==> config.mk <==
export PLATFORM = sky130hd
export DESIGN_NAME = pow2_interp_pipe
export DESIGN_NICKNAME = d
export VERILOG_FILES = /design/src/rtl/pow2_interp_pipe.sv
export SDC_FILE = /design/constraint.sdc
export NUM_CORES = 1
export LEC_CHECK = 0
export CORE_UTILIZATION = 55
export CTS_CLUSTER_SIZE = 28
export DETAILED_ROUTE_END_ITERATION = 8
export GPL_ROUTABILITY_DRIVEN = 0
export PLACE_DENSITY = 0.72
export SLEW_MARGIN = 20
export SYNTH_ARGS = -nofsm -noshare
export SYNTH_HDL_FRONTEND = slang
export SYNTH_SLANG_ARGS = --single-unit
==> constraint.sdc <==
create_clock -name clock -period 5.1 [get_ports clock]
set_input_delay 1.53 -clock clock [delete_from_list [all_inputs] [get_ports clock]]
set_output_delay 1.53 -clock clock [all_outputs]
set_load 0.02 [all_outputs]
==> src/rtl/pow2_interp_pipe.sv <==
// Three-stage fractional 2^x - 1 converter: segment table plus linear interpolation,
// with valid/ready flow control and a sideband tag that travels alongside each sample.
module pow2_interp_pipe #(
    parameter int IN_WIDTH  = 8,
    parameter int OUT_WIDTH = 12,
    parameter int SEG_BITS  = 4,
    parameter int TAG_WIDTH = 8
) (
    input  logic                 clock,
    input  logic                 reset,
    input  logic                 in_valid,
    output logic                 in_ready,
    input  logic [IN_WIDTH-1:0]  in_data,
    input  logic [TAG_WIDTH-1:0] in_tag,
    output logic                 out_valid,
    input  logic                 out_ready,
    output logic [OUT_WIDTH-1:0] out_data,
    output logic [TAG_WIDTH-1:0] out_tag
);

    localparam int NSEG = 1 << SEG_BITS;
    localparam int F    = IN_WIDTH - SEG_BITS;
    localparam int FW   = (F > 0) ? F : 1;
    localparam int TW   = OUT_WIDTH + 1;
    localparam int PW   = TW + FW;
    localparam int SW   = OUT_WIDTH + 2;
    localparam int KW   = SEG_BITS + 1;

    // exp(x*ln2) by Taylor series; 30 terms is far below one output LSB of error for x <= 1
    function automatic logic [TW-1:0] pow2_entry(input int j);
        real x;
        real term;
        real acc;
        real scale;
        x     = (real'(j) / real'(NSEG)) * 0.6931471805599453;
        term  = 1.0;
        acc   = 1.0;
        scale = 1.0;
        for (int n = 1; n < 30; n++) begin
            term = term * x / real'(n);
            acc  = acc + term;
        end
        for (int n = 0; n < OUT_WIDTH; n++) begin
            scale = scale * 2.0;
        end
        return TW'($rtoi((acc - 1.0) * scale + 0.5));
    endfunction

    logic [TW-1:0] w_table [0:NSEG];

    genvar gi;
    generate
        for (gi = 0; gi <= NSEG; gi++) begin : g_table
            if (gi == NSEG) begin : g_top
                assign w_table[gi] = TW'(1) << OUT_WIDTH;
            end else begin : g_entry
                localparam logic [TW-1:0] ENTRY = pow2_entry(gi);
                assign w_table[gi] = ENTRY;
            end
        end
    endgenerate

    logic [KW-1:0]        w_k0;
    logic [KW-1:0]        w_k1;
    logic [FW-1:0]        w_f;
    logic [TW-1:0]        w_delta;
    logic [PW-1:0]        w_prod;
    logic [SW-1:0]        w_inc;
    logic [SW-1:0]        w_sum;
    logic [OUT_WIDTH-1:0] w_sat;
    logic                 w_s1_adv;
    logic                 w_s2_adv;

    logic                 r1_valid;
    logic [FW-1:0]        r1_f;
    logic [TW-1:0]        r1_tk;
    logic [TW-1:0]        r1_tk1;
    logic [TAG_WIDTH-1:0] r1_tag;
    logic                 r2_valid;
    logic [TW-1:0]        r2_tk;
    logic [PW-1:0]        r2_prod;
    logic [TAG_WIDTH-1:0] r2_tag;
    logic                 r3_valid;
    logic [OUT_WIDTH-1:0] r3_data;
    logic [TAG_WIDTH-1:0] r3_tag;

    assign w_k0 = {1'b0, in_data[IN_WIDTH-1:F]};
    assign w_k1 = w_k0 + KW'(1);

    // With no fraction bits f is tied to zero, so the product is zero and r = T[k]
    generate
        if (F > 0) begin : g_frac
            localparam logic [PW-1:0] HALF = PW'(1) << (F - 1);
            assign w_f   = in_data[F-1:0];
            assign w_inc = SW'((r2_prod + HALF) >> F);
        end else begin : g_nofrac
            assign w_f   = '0;
            assign w_inc = SW'(r2_prod);
        end
    endgenerate

    assign w_delta = r1_tk1 - r1_tk;
    assign w_prod  = PW'(w_delta) * PW'(r1_f);
    assign w_sum   = SW'(r2_tk) + w_inc;
    assign w_sat   = (w_sum >= (SW'(1) << OUT_WIDTH)) ? '1 : w_sum[OUT_WIDTH-1:0];

    // Each stage loads when empty or when its contents move on this cycle
    assign w_s2_adv  = !r3_valid || out_ready;
    assign w_s1_adv  = !r2_valid || w_s2_adv;
    assign in_ready  = !r1_valid || w_s1_adv;

    always_ff @(posedge clock) begin
        if (reset) begin
            r1_valid <= 1'b0;
            r1_f     <= '0;
            r1_tk    <= '0;
            r1_tk1   <= '0;
            r1_tag   <= '0;
            r2_valid <= 1'b0;
            r2_tk    <= '0;
            r2_prod  <= '0;
            r2_tag   <= '0;
            r3_valid <= 1'b0;
            r3_data  <= '0;
            r3_tag   <= '0;
        end else begin
            if (in_ready) begin
                r1_valid <= in_valid;
                if (in_valid) begin
                    r1_f   <= w_f;
                    r1_tk  <= w_table[w_k0];
                    r1_tk1 <= w_table[w_k1];
                    r1_tag <= in_tag;
                end
            end
            if (w_s1_adv) begin
                r2_valid <= r1_valid;
                if (r1_valid) begin
                    r2_tk   <= r1_tk;
                    r2_prod <= w_prod;
                    r2_tag  <= r1_tag;
                end
            end
            if (w_s2_adv) begin
                r3_valid <= r2_valid;
                if (r2_valid) begin
                    r3_data <= w_sat;
                    r3_tag  <= r2_tag;
                end
            end
        end
    end

    assign out_valid = r3_valid;
    assign out_data  = r3_data;
    assign out_tag   = r3_tag;

endmodule

== Word level (Yosys, flattened, before mapping) ==
Memories as Yosys holds them, arrays and structs flattened. A register that Yosys moved wholly into a read port is not among the register bits.
Cells that the tools add are included.
W data, S select, Z words.

* Memories: 2
* Memory bits (read-only): 832
* Register bits: 73
* Word-level logic and storage cells: 30
* Bits of input ports: 20

* Add/subtract/negate cells: 4
* Mux-type cells: 1
* Bitwise gates (word level): 2
* $lt $le $gt $ge: 1
* Reduce and logical (&&, ||, !) cells: 9
* $mul: 1

{| class="wikitable"
|+ Memory list
! memory !! depth !! width !! read ports !! clocked after memory_dff !! write ports !! RTL line !! RTL
|-
| (name not given) || 32 || 13 || 1 || 1 || 0 || 132 || <nowiki>r1_tk1 <= w_table[w_k1];</nowiki>
|-
| (name not given) || 32 || 13 || 1 || 1 || 0 || 131 || <nowiki>r1_tk <= w_table[w_k0];</nowiki>
|}

{| class="wikitable"
|+ Operators by type and width
! operator !! count
|-
| $add A17 B4 Y17 const B || 1
|-
| $mul A13 B4 Y17 || 1
|-
| $add A13 B13 Y14 || 1
|-
| $ge A14 B13 Y1 const B || 1
|-
| $sub A13 B13 Y13 || 1
|-
| $mux W12 || 1
|-
| $not A4 Y6 || 1
|-
| $not A5 Y6 || 1
|-
| $reduce_and A2 Y1 || 3
|-
| $add A4 B1 Y5 const B || 1
|-
| $logic_not A1 Y1 || 3
|-
| $logic_or A1 B1 Y1 || 3
|}

== Depth between registers and ports, before layout ==
* Word-level depth: 5
* Mapped depth: 22
* Mapped depth without buffers: 22

== Worst setup path before layout ==
Ideal clock, no wire load.

* Path kind: register to register
* Start point: register r1_tk1[0]
* End point: register r2_prod[14]
* Library setup time: 0.070 ns
* Data arrival time: 4.254 ns
* Setup slack: 0.775 ns
* Required time: 5.030 ns
* Clock period less this slack: 4.325 ns
* Stages on the path, launching flop included: 23
* Path through: dfxtp_1 > inv_1 > ha_1 > fa_1 > nor2b_1 > o21ai_2 > a21oi_2 > o21ai_0 > a21oi_1 > xor2_1 > and2_1 > fa_1 > inv_1 > fa_1 > inv_1 > ha_1 > nor4_1 > o21ai_0 > and2_1 > a311oi_1 > xnor2_1 > nand2_1 > a21oi_1

* Word-level cells in the longest chain between the ends: 2

{| class="wikitable"
|+ RTL lines
! item !! RTL line !! RTL
|-
| from (decl) || 77 || <nowiki>logic [TW-1:0] r1_tk1;</nowiki>
|-
| $sub A13 B13 Y13 || 102 || <nowiki>assign w_delta = r1_tk1 - r1_tk;</nowiki>
|-
| $mul A13 B4 Y17 || 103 || <nowiki>assign w_prod = PW'(w_delta) * PW'(r1_f);</nowiki>
|-
| to (signal assigned) || 140 || <nowiki>r2_prod <= w_prod;</nowiki>
|-
| to (decl) || 81 || <nowiki>logic [PW-1:0] r2_prod;</nowiki>
|}

Every way passes these cells.
A chain may end at the register's enable or synchronous reset.

== Final worst setup path ==
* Start point: register r1_tk[2]
* End point: register r2_prod[15]

* Word-level cells in the longest chain between the ends: 2

{| class="wikitable"
|+ RTL lines
! item !! RTL line !! RTL
|-
| from (decl) || 76 || <nowiki>logic [TW-1:0] r1_tk;</nowiki>
|-
| $sub A13 B13 Y13 || 102 ||
|-
| $mul A13 B4 Y17 || 103 ||
|}

Every way passes these cells.

==> out/qor.csv <==
metric,value,unit
outcome,"complete, no violations",
cts_root_buffer,clkbuf_16,
core,12200,sq um
ctsHoldBuffers,0,
wl_per_cell,15.6,um
num_rows,40,
ys_warn_count,0,
crit-reg2reg-capture,r2_prod[15]$_SDFFE_PP0P_,
crit_chain,inv_1 -> ha_1 -> nor2b_1 -> o21ai_2 -> a21oi_2 -> or4b_4 -> a21oi_1 -> xnor2_1 -> and2_1 -> fa_1 -> fa_1 -> ha_1 -> a21o_1 -> a21oi_1 -> nor2b_1 -> o21ai_0 -> o211ai_1 -> nor4b_2 -> a211o_1,
cts_setup_buffers,0,
min_period_over_period,93.6,%
drc,0,
fp.dieArea,13200,sq um
yosysSeqAreaShare,26.8,%
ant_nets,0,
rsz0062_at_grt,false,
yosysTopAreaCell,dfxtp_1,
dp_hpwl,13.0,mm
cellPowerDensity,277,nW/um^2
totalWireLength,17.2,mm
final.min_clock_period,4.77,ns
arrival,5.02,ns
setup_viol,0,
start_util,57.5,%
max_freq,210,MHz
dr.pass1.iters,5,
numCtsBuffers,9,
crit_path_start,r1_tk[2]$_SDFFE_PP0P_,
grt_max_degree,30,
critPathCapture,r2_prod[15]$_SDFFE_PP0P_,
synth_flop_cell,dfxtp_1,
r2r_slack,0.33,ns
tightestPinTransition,0.977,ns
synth_area_leaders,"dfxtp_1 (27%), ha_1 (9.3%), nand2_1 (8.5%)",
h-tree-depth,3,
syn_nets,1009,
cpMaxStageDelayCell,or4b_4,
die_h,115,um
antennaDiodeCount,0,
post-synth-top-count-cell,nand2_1,
hold_violations,0,
async_flop_share,0,%
clk_transition_reported_paths,0.08,ns
synth_edf_count,0,
worst-path-buf-inv,1,
syn_area_per_cell,7.69,sq um
r2r_start,r1_tk[2]$_SDFFE_PP0P_,
drt_first_iter_violations,479,
area_growth,11.8,%
synth_seq_cells,94,
io_pins,42,
cts_tree,done,
nets,1022,
cpPeakStageDelay,0.50,ns
fill_cells,1125,
ys_types,69,
syn_inst,913,
viasPerCell,5.80,
peakVddDrop,167,uV
ctsResizeCount,0,
hold_slack,0.450,ns
drv_slew,0,
overflow,0,
relSlewSlack,34.7,%
skew,0.00764,ns
worstRegToRegCells,19,
hold_class,reg -> reg,
drive_above_1_share,5.48,%
yosys-top-cells-count,"nand2_1 (158), a21oi_1 (103), dfxtp_1 (94)",
clock_latency,0.36,ns
crit_type,reg -> reg,
maxCapViolations,0,
antenna_found_initial,0,
grt_pass1_vias,6078,
critical_path.top_delay_family,adder cells,
grt_pass1_wl,28.9,mm
worstSetupPathDepth,19,
crit_fanout,6,
route.vias.total,6377,
required,5.35,ns
cts_buffer_depth,2,
p_leak,3.23,nW
die_x,115,um
synth_top_area_share,26.8,%
cts_num_sinks,94,
synth_area,7020,sq um
critPathLaunchType,flop,
end_kind,flop,
track_usage,27.6,%
io_buffers,41,
setup_tns,0,ns
[layout by cell type (no fill, tap or decap), types with 3 or more instances in the layout]
cell             netlist  layout
a311oi_1               4       4
xnor2_1               25      25
fa_1                  24      24
or2_2                  6       6
clkdlybuf4s50_1        0      40
a2111oi_0              3       3
o21ai_0               32      31
a211o_1                4       4
a21oi_1              103     103
nor3_1                19      19
and3_1                 5       5
a21o_1                12      12
nand4_1                5       5
ha_1                  52      52
nand3_1               11      11
clkbuf_16              0       9
xor2_1                17      17
nor2b_1               10      10
mux2i_1                5       5
a211oi_1              27      27
o22ai_1                5       5
o211ai_1               9       9
dfxtp_1               94      94
nand2b_1              11      11
inv_1                 45      45
nand2_1              158     158
nor4_1                 3       3
and2_1                29      29
a22oi_1                4       4
o21a_1                 8       8
nand3b_1               3       3
buf_4                  0      14
o311ai_0               4       4
nor2_1                76      76
[area by class of cell]
type                       instances  area (sq um)  share of cell area [%]
clock buffer                       9           225                    2.87
clock inverter                     7          72.6                   0.925
inverter                          45           169                    2.15
multi-input combinational        721          4780                    60.9
sequential                        94          1880                    24.0
tap                              168           210                    2.68
timing repair buffer              55           510                    6.51
[how the worst min path moves through the flow]
| stage | from | to | slack (ns) | cells past startpoint |
|---|---|---|---|---|
| floorplan | r1_tk[10]$_SDFFE_PP0P_ | r2_tk[10]$_SDFFE_PP0P_ | 0.43 | 2 |
| global placement | r1_tag[6]$_SDFFE_PP0P_ | r2_tag[6]$_SDFFE_PP0P_ | 0.44 | 2 |
| detailed placement | r2_tag[0]$_SDFFE_PP0P_ | out_tag[0]$_SDFFE_PP0P_ | 0.44 | 2 |
| CTS | r2_tag[5]$_SDFFE_PP0P_ | out_tag[5]$_SDFFE_PP0P_ | 0.45 | 2 |
| global route | r2_tag[7]$_SDFFE_PP0P_ | out_tag[7]$_SDFFE_PP0P_ | 0.47 | 2 |
| finish | r2_tag[5]$_SDFFE_PP0P_ | out_tag[5]$_SDFFE_PP0P_ | 0.45 | 2 |
[worst reg2reg max path, stage by stage, from the launching register on]
cell and delay (ns):
dfxtp_1 0.37, inv_1 0.06, ha_1 0.33, nor2b_1 0.16
o21ai_2 0.15, a21oi_2 0.09, or4b_4 0.50, a21oi_1 0.17
xnor2_1 0.20, and2_1 0.19, fa_1 0.44, fa_1 0.50
ha_1 0.42, a21o_1 0.18, a21oi_1 0.07, nor2b_1 0.19
o21ai_0 0.12, o211ai_1 0.15, nor4b_2 0.08, a211o_1 0.29
[power by group]
| group | internal [mW] | switching (mW) |
|---|---|---|
| combinational | 0.280 | 0.400 |
| clock | 0.346 | 0.334 |
| sequential | 0.774 | 0.0411 |
| total | 1.40 | 0.775 |
[cell families after synthesis]
kind of cell | share of synthesized area [%]
buf+inv | 5.42
flops | 26.8
xor+xnor | 5.24
mux | 1.41
simple gates | 23.0
compound gates | 22.0
fa+ha+maj | 16.1
[flip-flops by register name, indices dropped and copies added, names as in the netlist, 4 cells and up]
register,cells
r2_prod,14
r1_tk1,13
out_data,12
r1_tk,12
r2_tk,12
out_tag,8
r1_tag,8
r2_tag,8
r1_f,4
[metrics by stage]
stage	cell area [sq um]	instances	setup WS [ns]	util [%]	total power [mW]
finish	7850	1099	0.328	64.2	2.18
global route	7850	1099	0.0147	64.2	2.30
CTS	7830	1099	0.332	64.1	2.18
detailed placement	7530	1083	0.347	61.7	1.50
global placement	7530	1083	0.524	61.7	1.48
floorplan	7020	913	0.775	-	1.34
[routing by layer]
metal / track usage [%] / vias to the layer above / share of wire (%)
met5: 0 / - / 0
met4: 11.7 / 0 / 3.1
met3: 4.32 / 34 / 4.5
met2: 46.4 / 185 / 48
met1: 35.2 / 2972 / 44
li1: - / 3186 / -
(Power assumes the default switching activity.)
